## src/rtl/vga_timing_sequencer.sv

```systemverilog
// VGA timing sequencer: pixel-clock divider, vertical counter, vsync, and
// frame-boundary commit of staged horizontal/vertical timing registers.
module vga_timing_sequencer #(
    parameter int XRES   = 10,
    parameter int YRES   = 10,
    parameter int DIVIDE = 4
) (
    input  logic                                     clock,
    input  logic                                     reset,
    input  logic                                     enable,
    input  logic                                     cfg_valid,
    output logic                                     cfg_ready,
    input  logic [2:0]                               cfg_sel,
    input  logic [((XRES > YRES) ? XRES : YRES)-1:0] cfg_data,
    input  logic                                     cfg_commit,
    output logic                                     commit_pending,
    input  logic                                     LineEnd,
    output logic                                     PixelClock,
    output logic [XRES-1:0]                          SynchPulse,
    output logic [XRES-1:0]                          BackPorch,
    output logic [XRES-1:0]                          ActiveVideo,
    output logic [XRES-1:0]                          FrontPorch,
    output logic                                     vsync,
    output logic [YRES-1:0]                          yposition,
    output logic                                     FrameEnd,
    output logic                                     running
);

    localparam int DW   = (DIVIDE > 2) ? $clog2(DIVIDE) : 1;
    localparam int HALF = DIVIDE / 2;

    typedef enum logic [1:0] {
        ST_STOP   = 2'd0,
        ST_RUN    = 2'd1,
        ST_UPDATE = 2'd2
    } state_t;

    state_t          state_r, state_next_s;
    logic            div_on_r, div_on_next_s;
    logic [DW-1:0]   div_cnt_r, div_cnt_next_s;
    logic            pixel_clock_r, pixel_clock_next_s;
    logic            line_end_q_r;
    logic [YRES-1:0] ycount_r, ycount_next_s;
    logic            frame_end_r, frame_end_next_s;
    logic            vsync_r, vsync_next_s;
    logic            commit_pending_r, commit_pending_next_s;
    logic            cfg_ready_r, running_r;
    logic            commit_req_s, cfg_acc_s, rise_s, wrap_s;
    logic [YRES-1:0] v_end_s, vs_lo_s, vs_hi_s;

    // index 0..3 = synch, back, active, front
    logic [XRES-1:0] h_stage_r [4];
    logic [XRES-1:0] h_live_r  [4];
    logic [YRES-1:0] v_stage_r [4];
    logic [YRES-1:0] v_live_r  [4];
    logic [XRES-1:0] h_stage_next_s [4];
    logic [XRES-1:0] h_live_next_s  [4];
    logic [YRES-1:0] v_stage_next_s [4];
    logic [YRES-1:0] v_live_next_s  [4];

    function automatic logic [XRES-1:0] h_reset_val(input int idx);
        case (idx)
            0:       h_reset_val = XRES'(96);
            1:       h_reset_val = XRES'(48);
            2:       h_reset_val = XRES'(640);
            default: h_reset_val = XRES'(16);
        endcase
    endfunction

    function automatic logic [YRES-1:0] v_reset_val(input int idx);
        case (idx)
            0:       v_reset_val = YRES'(2);
            1:       v_reset_val = YRES'(33);
            2:       v_reset_val = YRES'(480);
            default: v_reset_val = YRES'(10);
        endcase
    endfunction

    // Next-state logic; a commit pulse in the current clock counts as pending.
    always_comb begin
        commit_req_s = commit_pending_r | cfg_commit;
        state_next_s = state_r;
        case (state_r)
            ST_STOP: begin
                if (commit_req_s) begin
                    state_next_s = ST_UPDATE;
                end else if (enable) begin
                    state_next_s = ST_RUN;
                end else begin
                    state_next_s = ST_STOP;
                end
            end
            ST_RUN: begin
                if (frame_end_r && commit_req_s) begin
                    state_next_s = ST_UPDATE;
                end else if (frame_end_r && !enable) begin
                    state_next_s = ST_STOP;
                end else begin
                    state_next_s = ST_RUN;
                end
            end
            ST_UPDATE: begin
                if (enable) begin
                    state_next_s = ST_RUN;
                end else begin
                    state_next_s = ST_STOP;
                end
            end
            default: state_next_s = ST_STOP;
        endcase
    end

    // Datapath next values: staging, live copy, divider, vertical counter, vsync.
    always_comb begin
        cfg_acc_s = cfg_valid & (state_r != ST_UPDATE);
        for (int i = 0; i < 4; i++) begin
            h_stage_next_s[i] = (cfg_acc_s && cfg_sel == 3'(i)) ? cfg_data[XRES-1:0] : h_stage_r[i];
            v_stage_next_s[i] = (cfg_acc_s && cfg_sel == 3'(i + 4)) ? cfg_data[YRES-1:0] : v_stage_r[i];
            h_live_next_s[i]  = (state_r == ST_UPDATE) ? h_stage_r[i] : h_live_r[i];
            v_live_next_s[i]  = (state_r == ST_UPDATE) ? v_stage_r[i] : v_live_r[i];
        end
        commit_pending_next_s = (state_r == ST_UPDATE) ? cfg_commit : commit_req_s;

        // The divider keeps counting through an UPDATE entered from RUN.
        div_on_next_s = (state_next_s == ST_RUN) || (state_next_s == ST_UPDATE && div_on_r);
        if (div_on_next_s && div_on_r) begin
            div_cnt_next_s = (div_cnt_r == DW'(DIVIDE - 1)) ? DW'(0) : div_cnt_r + DW'(1);
        end else begin
            div_cnt_next_s = DW'(0);
        end
        pixel_clock_next_s = div_on_next_s && (div_cnt_next_s < DW'(HALF));

        v_end_s = v_live_r[0] + v_live_r[1] + v_live_r[2] + v_live_r[3];
        rise_s  = LineEnd & ~line_end_q_r;
        wrap_s  = div_on_r & rise_s & (ycount_r == v_end_s);
        if (state_next_s == ST_STOP) begin
            ycount_next_s = YRES'(0);
        end else if (div_on_r && rise_s) begin
            ycount_next_s = wrap_s ? YRES'(0) : ycount_r + YRES'(1);
        end else begin
            ycount_next_s = ycount_r;
        end
        frame_end_next_s = wrap_s;

        vs_lo_s      = v_live_next_s[2] + v_live_next_s[3];
        vs_hi_s      = vs_lo_s + v_live_next_s[0];
        vsync_next_s = ~((ycount_next_s >= vs_lo_s) && (ycount_next_s <= vs_hi_s));
    end

    // State and output registers.
    always_ff @(posedge clock) begin
        if (reset) begin
            state_r          <= ST_STOP;
            div_on_r         <= 1'b0;
            div_cnt_r        <= DW'(0);
            pixel_clock_r    <= 1'b0;
            line_end_q_r     <= 1'b0;
            ycount_r         <= YRES'(0);
            frame_end_r      <= 1'b0;
            vsync_r          <= 1'b1;
            commit_pending_r <= 1'b0;
            cfg_ready_r      <= 1'b1;
            running_r        <= 1'b0;
            for (int i = 0; i < 4; i++) begin
                h_stage_r[i] <= h_reset_val(i);
                h_live_r[i]  <= h_reset_val(i);
                v_stage_r[i] <= v_reset_val(i);
                v_live_r[i]  <= v_reset_val(i);
            end
        end else begin
            state_r          <= state_next_s;
            div_on_r         <= div_on_next_s;
            div_cnt_r        <= div_cnt_next_s;
            pixel_clock_r    <= pixel_clock_next_s;
            line_end_q_r     <= LineEnd;
            ycount_r         <= ycount_next_s;
            frame_end_r      <= frame_end_next_s;
            vsync_r          <= vsync_next_s;
            commit_pending_r <= commit_pending_next_s;
            cfg_ready_r      <= (state_next_s != ST_UPDATE);
            running_r        <= (state_next_s != ST_STOP);
            for (int i = 0; i < 4; i++) begin
                h_stage_r[i] <= h_stage_next_s[i];
                h_live_r[i]  <= h_live_next_s[i];
                v_stage_r[i] <= v_stage_next_s[i];
                v_live_r[i]  <= v_live_next_s[i];
            end
        end
    end

    assign cfg_ready      = cfg_ready_r;
    assign commit_pending = commit_pending_r;
    assign PixelClock     = pixel_clock_r;
    assign SynchPulse     = h_live_r[0];
    assign BackPorch      = h_live_r[1];
    assign ActiveVideo    = h_live_r[2];
    assign FrontPorch     = h_live_r[3];
    assign vsync          = vsync_r;
    assign yposition      = ycount_r;
    assign FrameEnd       = frame_end_r;
    assign running        = running_r;

endmodule

```

## config.mk

```make
export PLATFORM = sky130hd
export DESIGN_NAME = vga_timing_sequencer
export DESIGN_NICKNAME = d
export VERILOG_FILES = /design/src/rtl/vga_timing_sequencer.sv
export SDC_FILE = /design/constraint.sdc
export NUM_CORES = 1
export LEC_CHECK = 0
export CAP_MARGIN = 40
export CORE_UTILIZATION = 30
export CTS_CLUSTER_DIAMETER = 120
export DETAILED_ROUTE_END_ITERATION = 12
export PLACE_DENSITY_LB_ADDON = 0.05
export REMOVE_ABC_BUFFERS = 1
export SYNTH_ARGS = -nofsm -noshare
export SYNTH_HDL_FRONTEND = slang
export SYNTH_SLANG_ARGS = --single-unit
```

## constraint.sdc

```tcl
create_clock -name clock -period 5.5 [get_ports clock]
set_input_delay 0.825 -clock clock [delete_from_list [all_inputs] [get_ports clock]]
set_output_delay 0.825 -clock clock [all_outputs]
set_load 0.005 [all_outputs]
```

# Word-level counts from Yosys, hierarchy flattened
# Memories as Yosys holds them, arrays and structs flattened.
# Cells that the tools add are included.
[totals]
mem_bits_ro = 0
ram_bits = 160
register_bits = 22
n_memories = 4
latch_bits = 0
out_inout_bits = 56
inputBits = 19
wordCells = 138
[memory_table]
columns = ["memory", "words", "width", "read_ports", "rd_ports_with_merged_regs", "wr", "line_no", "rtl"]
rows = [
  ["h_live_r", 4, 10, 4, 0, 4, "53", "logic [XRES-1:0] h_live_r [4];"],
  ["h_stage_r", 4, 10, 4, 0, 4, "52", "logic [XRES-1:0] h_stage_r [4];"],
  ["v_live_r", 4, 10, 4, 0, 4, "55", "logic [YRES-1:0] v_live_r [4];"],
  ["v_stage_r", 4, 10, 4, 0, 4, "54", "logic [YRES-1:0] v_stage_r [4];"],
]
[classes]
mul = 0
eq_ne = 15
div = 0
n_reduce_logical = 21
n_shift = 0
bitwise = 23
mux = 54
magnitude_cmp = 3
addsub = 7
[ops]
columns = ["cell", "n"]
rows = [
  ["$mux 10", 43],
  ["$add 10x10->10", 5],
  ["$or 1x1->1", 17],
  ["$logic_and 1x1->1", 15],
  ["$eq 3x3->1 const B", 4],
  ["$add 10x1->10 const B", 1],
  ["$eq 10x10->1", 1],
  ["$ge 10x10->1", 1],
  ["$le 10x10->1", 1],
  ["$mux 2", 4],
  ["$eq 2x2->1 const B", 3],
  ["$eq 3x2->1 const B", 2],
  ["$mux 1", 6],
  ["$pmux 2 s3", 1],
  ["$and 1x1->1", 4],
  ["$eq 2x1->1 const B", 2],
  ["$logic_not 2->1", 2],
  ["$ne 2x2->1 const B", 2],
  ["$eq 3x1->1 const B", 1],
  ["$logic_not 3->1", 1],
  ["$add 2x1->2 const B", 1],
  ["$lt 2x2->1 const B", 1],
  ["$not 1->1", 2],
  ["$reduce_bool 2->1", 1],
  ["2 further kinds", 2],
]

# Longest topological paths before layout
# Gate-level depths: netlist of run 1.
[depth]
ltp_word = 12
depth_mapped = 26
mapped_depth_nobuf = 23

# Least setup slack after synthesis of run 1
# No wires, ideal clock.
[synth_timing]
path_type = "register to register"
from = "memory v_live_r[3][1]"
to = "register vsync_r (netlist: vsync)"
required_ps = 5380
stages_incl_launch_ff = 23
n_path_buf = 0
setup_time_ps = 120
arrival_time_ps = 5002
setup_slack_ps = 379
synth_period_minus_slack_ps = 5121
path_cell_list = "dfxtp_1 fa_1 inv_1 fa_1 inv_1 ha_1 inv_1 fa_1 xnor2_1 a311oi_1 nand4_1 or3_1 a2111oi_4 nor3_1 or3_1 ha_1 nor2b_1 o21a_1 o21ai_0 a21oi_1 o21ai_0 a21oi_1 a211o_1"
[synth_lines]
columns = ["item", "line_no", "rtl"]
rows = [
  ["from (decl)", "55", ""],
  ["to (signal assigned)", "178", "vsync_r <= vsync_next_s;"],
  ["to (decl)", "45", "logic vsync_r, vsync_next_s;"],
]

==> results of run 1 <==
-- layout make-up --
cell class	instances	area share [%]
Timing Repair Buffer	95	8.66
Multi-Input combinational cell	802	45.7
Tap cell	384	4.48
Clock buffer	17	3.97
Clock inverter	15	1.82
Sequential cell	182	34.0
Inverter	40	1.40
-- worst max-delay path, cell delays in order, from the launching register on --
cell and delay (ps):
dfxtp_1 330, fa_1 530, inv_1 50, fa_1 490
inv_1 40, ha_1 200, inv_1 70, fa_1 420
xnor2_1 130, a311oi_1 200, nand4_1 150, or3_4 400
a2111oi_4 300, nor3_1 80, or3_1 410, ha_1 310
nor2b_1 140, o21a_1 160, o21ai_1 130, a21oi_1 80
o21ai_0 150, a21oi_1 90, a211o_1 270
-- path summary, 6_finish.rpt --
kind | from | endpoint | slack, ps | depth (start not counted)
min reg2reg | div_cnt_r[0] | div_cnt_r[0] | 440 | 1
max | v_live_r[3][1] | vsync | 280 | 22
min | div_cnt_r[0] | div_cnt_r[0] | 440 | 1
max reg2reg | v_live_r[3][1] | vsync | 280 | 22
-- power by group through the flow --
stage / registers (uW) / logic, uW / clock network, uW
floorplan: 1400 / 291 / 0
global placement: 1410 / 479 / 0
detailed placement: 1410 / 477 / 0
CTS: 1370 / 481 / 1320
global route: 1380 / 532 / 1370
finish: 1370 / 473 / 1260
-- flip-flops by register name, summed over array words and instances, names as in the netlist, 2 cells and up --
| register | flops |
|---|---|
| v_live_r | 40 |
| h_live_r | 40 |
| v_stage_r | 40 |
| state_r | 2 |
| h_stage_r | 40 |
| div_cnt_r | 2 |
| yposition | 10 |
-- stage by stage --
| step | instance area, um^2 | cells |
|---|---|---|
| 3_5_place_dp | 10100 | 1503 |
| 6_report | 10700 | 1535 |
| 4_1_cts | 10700 | 1535 |
| 5_1_grt | 10700 | 1535 |
| 2_1_floorplan | 8660 | 1024 |
| 3_3_place_gp | 10000 | 1498 |
-- cell usage in the layout (no fill, tap or decap), types with 20 or more instances in the layout --
master	Yosys	routed
nand2_1	289	289
dfxtp_1	182	182
a21oi_1	120	120
clkdlybuf4s50_1	0	73
nor2_1	62	60
ha_1	49	49
inv_1	40	40
xnor2_1	28	28
nor3_1	28	28
mux2i_1	26	26
nand3b_1	23	23
o21ai_0	23	22
fa_1	20	20
-- cells by family after synthesis --
family          Yosys count
mux                      26
flops                   182
simple gates            472
xor+xnor                 46
buf+inv                 101
fa+ha+maj                69
compound gates          189
-- layer usage --
metal | global-route usage, % | share of wire [%] | vias to the layer above | wire [um]
met5 | 0 | 0 | - | 0
met4 | 4.31 | 0.83 | 0 | 200
met3 | 2.24 | 2.0 | 10 | 474
met2 | 26.3 | 46 | 82 | 11100
met1 | 22.5 | 51 | 3319 | 12400
li1 | - | - | 3718 | -
==> flow_summary.ini, run 1 <==
[status]
status = finished clean

[logic_synthesis]
synthAdderAreaFrac_pct = 11.3
synth_top_family_by_area = simple AND/OR/NAND/NOR gates
synth_top_area_share_pct = 40.8
synth.distinct_cells = 56
synth_top_cells_by_area = dfxtp_1 41%, nand2_1 12%, ha_1 6.9%, a21oi_1 6.7%, fa_1 4.5%
synth_area_um2 = 8930
yosysWarningCount = 0
synth_compound_area_share_pct = 12.5
synthSimpleGateAreaFrac_pct = 23.2
postSynthCellCount = 1085
synthArstFlopShare_pct = 0
synthMuxAreaShare_pct = 2.91
synth-seq-cells = 182
avgSynthCellArea_um2 = 8.23
synthXorXnorAreaFrac_pct = 4.51
synth_edf_count = 0
ys_seq_area_share_pct = 40.8
ys_top_cells_by_count = 289 x nand2_1, 182 x dfxtp_1, 120 x a21oi_1, 62 x nor2_1, 49 x ha_1
synth_most_common_cell = nand2_1
synth_flop_cell = dfxtp_1
synth.largest_area_cell = dfxtp_1

[sta]
fmax_mhz = 192
slew_headroom_pct = 37.4
layout_min_cycle_time_ps = 5220
setup_ws_ps = 285
setup_viol = 0
maxSlewViolCount = 0
whs_ps = 438
tns_ps = 0
grt_setup_unrepaired = false
skew_ps = 18.7
min_period_over_period_pct = 94.8
timing.final.hold_violations = 0
tightest_slew_ps = 940

[finish]
regArea_um2 = 3640
n_antenna_cell = 0
multiInputGateArea_um2 = 4900
drive_gt1_share_pct = 6.43
syn_to_final_growth_pct = 20.0
post-route-util_pct = 36.9
fillers = 3089
final_nets = 1226

[detailed_routing]
drt_first_iter_violations = 376
drc = 0
wl_per_cell_um = 15.7
dr_total_vias = 7129
wl_mm = 24.2
via_per_inst = 4.64
postRouteAntennaNets = 0
first_pass_iters = 5

[placement]
io_buffer_count = 74
dpl.hpwl_mm = 16.9
dpl_worst_slack_ps = 113
place.gp.congestion = 0.761

[grt]
antenna_found_initial = 0
grt_pass1_wl_mm = 38.7
grt_pass1_vias = 7022
gr-total-overflow = 0
grt_use_total_pct = 16.2
grt_max_degree = 168

[power]
p_sw_share_pct = 30.5
internal-power_uw = 2160
combPwrFrac_pct = 15.2
power_uw = 3110
p_leak_uw = 0.00416
cellPowerDensity_nw_per_um2 = 290
netSwitchingPower_uw = 949
pwr-share-seq_pct = 44.2
clockPowerShare_pct = 40.6
ir_drop_mv = 0.180

[clocking]
clk_latency_ps = 430
clk_pin_slew_worst_paths_ps = 80
cts_sinks = 182
cts_setup_buffers = 0
clockBufferDepth = 2
htree_levels = 4
cts-resized-gates = 0
cts_buffers = 17
tritoncts = done
ctsRootBufferMaster = clkbuf_16
hold_buffers = 0

[setup_path]
path_class = register to register
crit_path_end_kind = register
worst_ep_required_time_ps = 5830
start_kind = register
crit_arrival_ps = 5550
worstPathMaxFanout = 2

[floorplan]
pin_count = 75
core_area_um2 = 29000
row_count = 62
die_w_um = 175
die_y_um = 175
start_util_pct = 30.8
die_area_um2 = 30500

[run]
max_cap_violations = 0

[min_path]
min_path_type = register to register
(Power assumes the default switching activity.)
==> run 2, diff against run 1 <==
- CAP_MARGIN: 40 -> 10
- SKIP_CTS_REPAIR_TIMING: default -> 1
==> run 2 against run 1 <==
  * Die area unchanged
  * Critical path depth unchanged
  * Worst setup slack better by 30 ps
  * Flip-flop and latch count unchanged
  * Sequential share of layout area up 0.28 points
  * Combinational power down 0.8%
  * Critical endpoint unchanged
==> flow_summary.ini, run 2 (same netlist as run 1, synthesis figures left out) <==
[placement]
place.gp.congestion = 0.761
dpl.hpwl_mm = 16.8
dpl_worst_slack_ps = 117
io_buffer_count = 74
dp.cells = 1498

[sta]
tightest_slew_ps = 1030
timing.final.hold_violations = 0
whs_ps = 437
maxSlewViolCount = 0
setup_ws_ps = 315
skew_ps = 15.0
grt_setup_unrepaired = false
min_period_over_period_pct = 94.3
slew_headroom_pct = 31.1
layout_min_cycle_time_ps = 5190
fmax_mhz = 193
setup_viol = 0
tns_ps = 0

[detailed_routing]
via_per_inst = 4.62
drc = 0
first_pass_iters = 4
drt_first_iter_violations = 342
postRouteAntennaNets = 0
wl_per_cell_um = 15.6
dr_total_vias = 7072
wl_mm = 23.9

[setup_path]
path_cells = fa_1 -> inv_1 -> fa_1 -> inv_1 -> ha_1 -> inv_1 -> fa_1 -> xnor2_1 -> a311oi_1 -> nand4_1 -> or3_4 -> a2111oi_4 -> buf_4 -> a311o_2 -> ha_1 -> nand2b_1 -> a21o_1 -> a21oi_1 -> o21ai_0 -> a2111o_1 -> o2111ai_1 -> a211o_1
start_kind = register
critPathTopFamily = adder cells
worstPathMaxFanout = 4
path_class = register to register
slowest_delay_ps = 530
crit_arrival_ps = 5570
crit_path_end_kind = register
crit_slowest_cell = fa_1
worst_ep_required_time_ps = 5890
cp_num_buf_inv = 4

[finish]
post-route-util_pct = 36.7
n_antenna_cell = 0
final_cell_mix = 289 x nand2_1, 181 x dfxtp_1, 120 x a21oi_1
syn_to_final_growth_pct = 19.0
final_common_cell = nand2_1
final_cell_count_no_fill = 1531
final_nets = 1222
drive_gt1_share_pct = 6.19

[grt]
grt_pass1_wl_mm = 38.4
grt_max_degree = 168
grt_pass1_vias = 7022
grt_use_total_pct = 16.1
gr-total-overflow = 0
antenna_found_initial = 0

[min_path]
min_path_type = register to register

[power]
p_leak_uw = 0.00412
ir_drop_mv = 0.210
cellPowerDensity_nw_per_um2 = 288

[status]
status = finished clean

[floorplan]
die_y_um = 175
row_count = 62
start_util_pct = 30.8
die_area_um2 = 30500
core_area_um2 = 29000
pin_count = 75
die_w_um = 175

[run]
max_cap_violations = 0

[clocking]
clk_latency_ps = 440
clockBufferDepth = 2
clk_pin_slew_worst_paths_ps = 80
tritoncts = done
cts_sinks = 182
htree_levels = 4
ctsRootBufferMaster = clkbuf_16
cts_buffers = 17
-- run 2: worst register-to-register path: cells and delay by family, from the launching register on --
| family | cells | cell delay, ps |
|---|---|---|
| adder cells (fa/ha/maj) | 5 | 1880 |
| AO/OA/AOI/OAI | 9 | 1770 |
| AND/OR/NAND/NOR | 3 | 690 |
| buffers and inverters | 4 | 340 |
| flip-flops | 1 | 330 |
| XOR/XNOR | 1 | 130 |
-- run 2: worst paths after layout --
kind | from | endpoint | slack (ps) | cells past startpoint
worst min register to register | div_cnt_r[0] | div_cnt_r[0] | 440 | 1
worst min-delay path | div_cnt_r[0] | div_cnt_r[0] | 440 | 1
worst max-delay path | v_live_r[3][1] | vsync | 310 | 22
worst max register to register | v_live_r[3][1] | vsync | 310 | 22
-- run 2: layout make-up --
cell class                 count  area (um^2)
timing repair buffer          91          886
multi-input combinational    802         4900
tap                          384          480
inverter                      40          150
sequential                   182         3640
clock inverter                15          154
clock buffer                  17          425
fill                        3067        18400
-- run 2: layer usage --
metal	up-vias	track usage (%)	routed length, um
met1	3289	22.2	12200
met2	78	26.2	11000
met4	0	4.06	201
met3	9	2.42	557
li1	3696	-	-
met5	-	0	0
-- run 2: stage by stage --
stage	power [uW]	area, um^2
global route	3230	10600
finish	3070	10600
global placement	1880	10000
CTS	3130	10600
floorplan	1690	8660
detailed placement	1880	10000
-- run 2: report_power, final --
group          total [uW]  switching [uW]  internal, uW
Clock                1220             611           611
Combinational         469             284           185
Sequential           1370            22.0          1350
Total                3070             917          2150
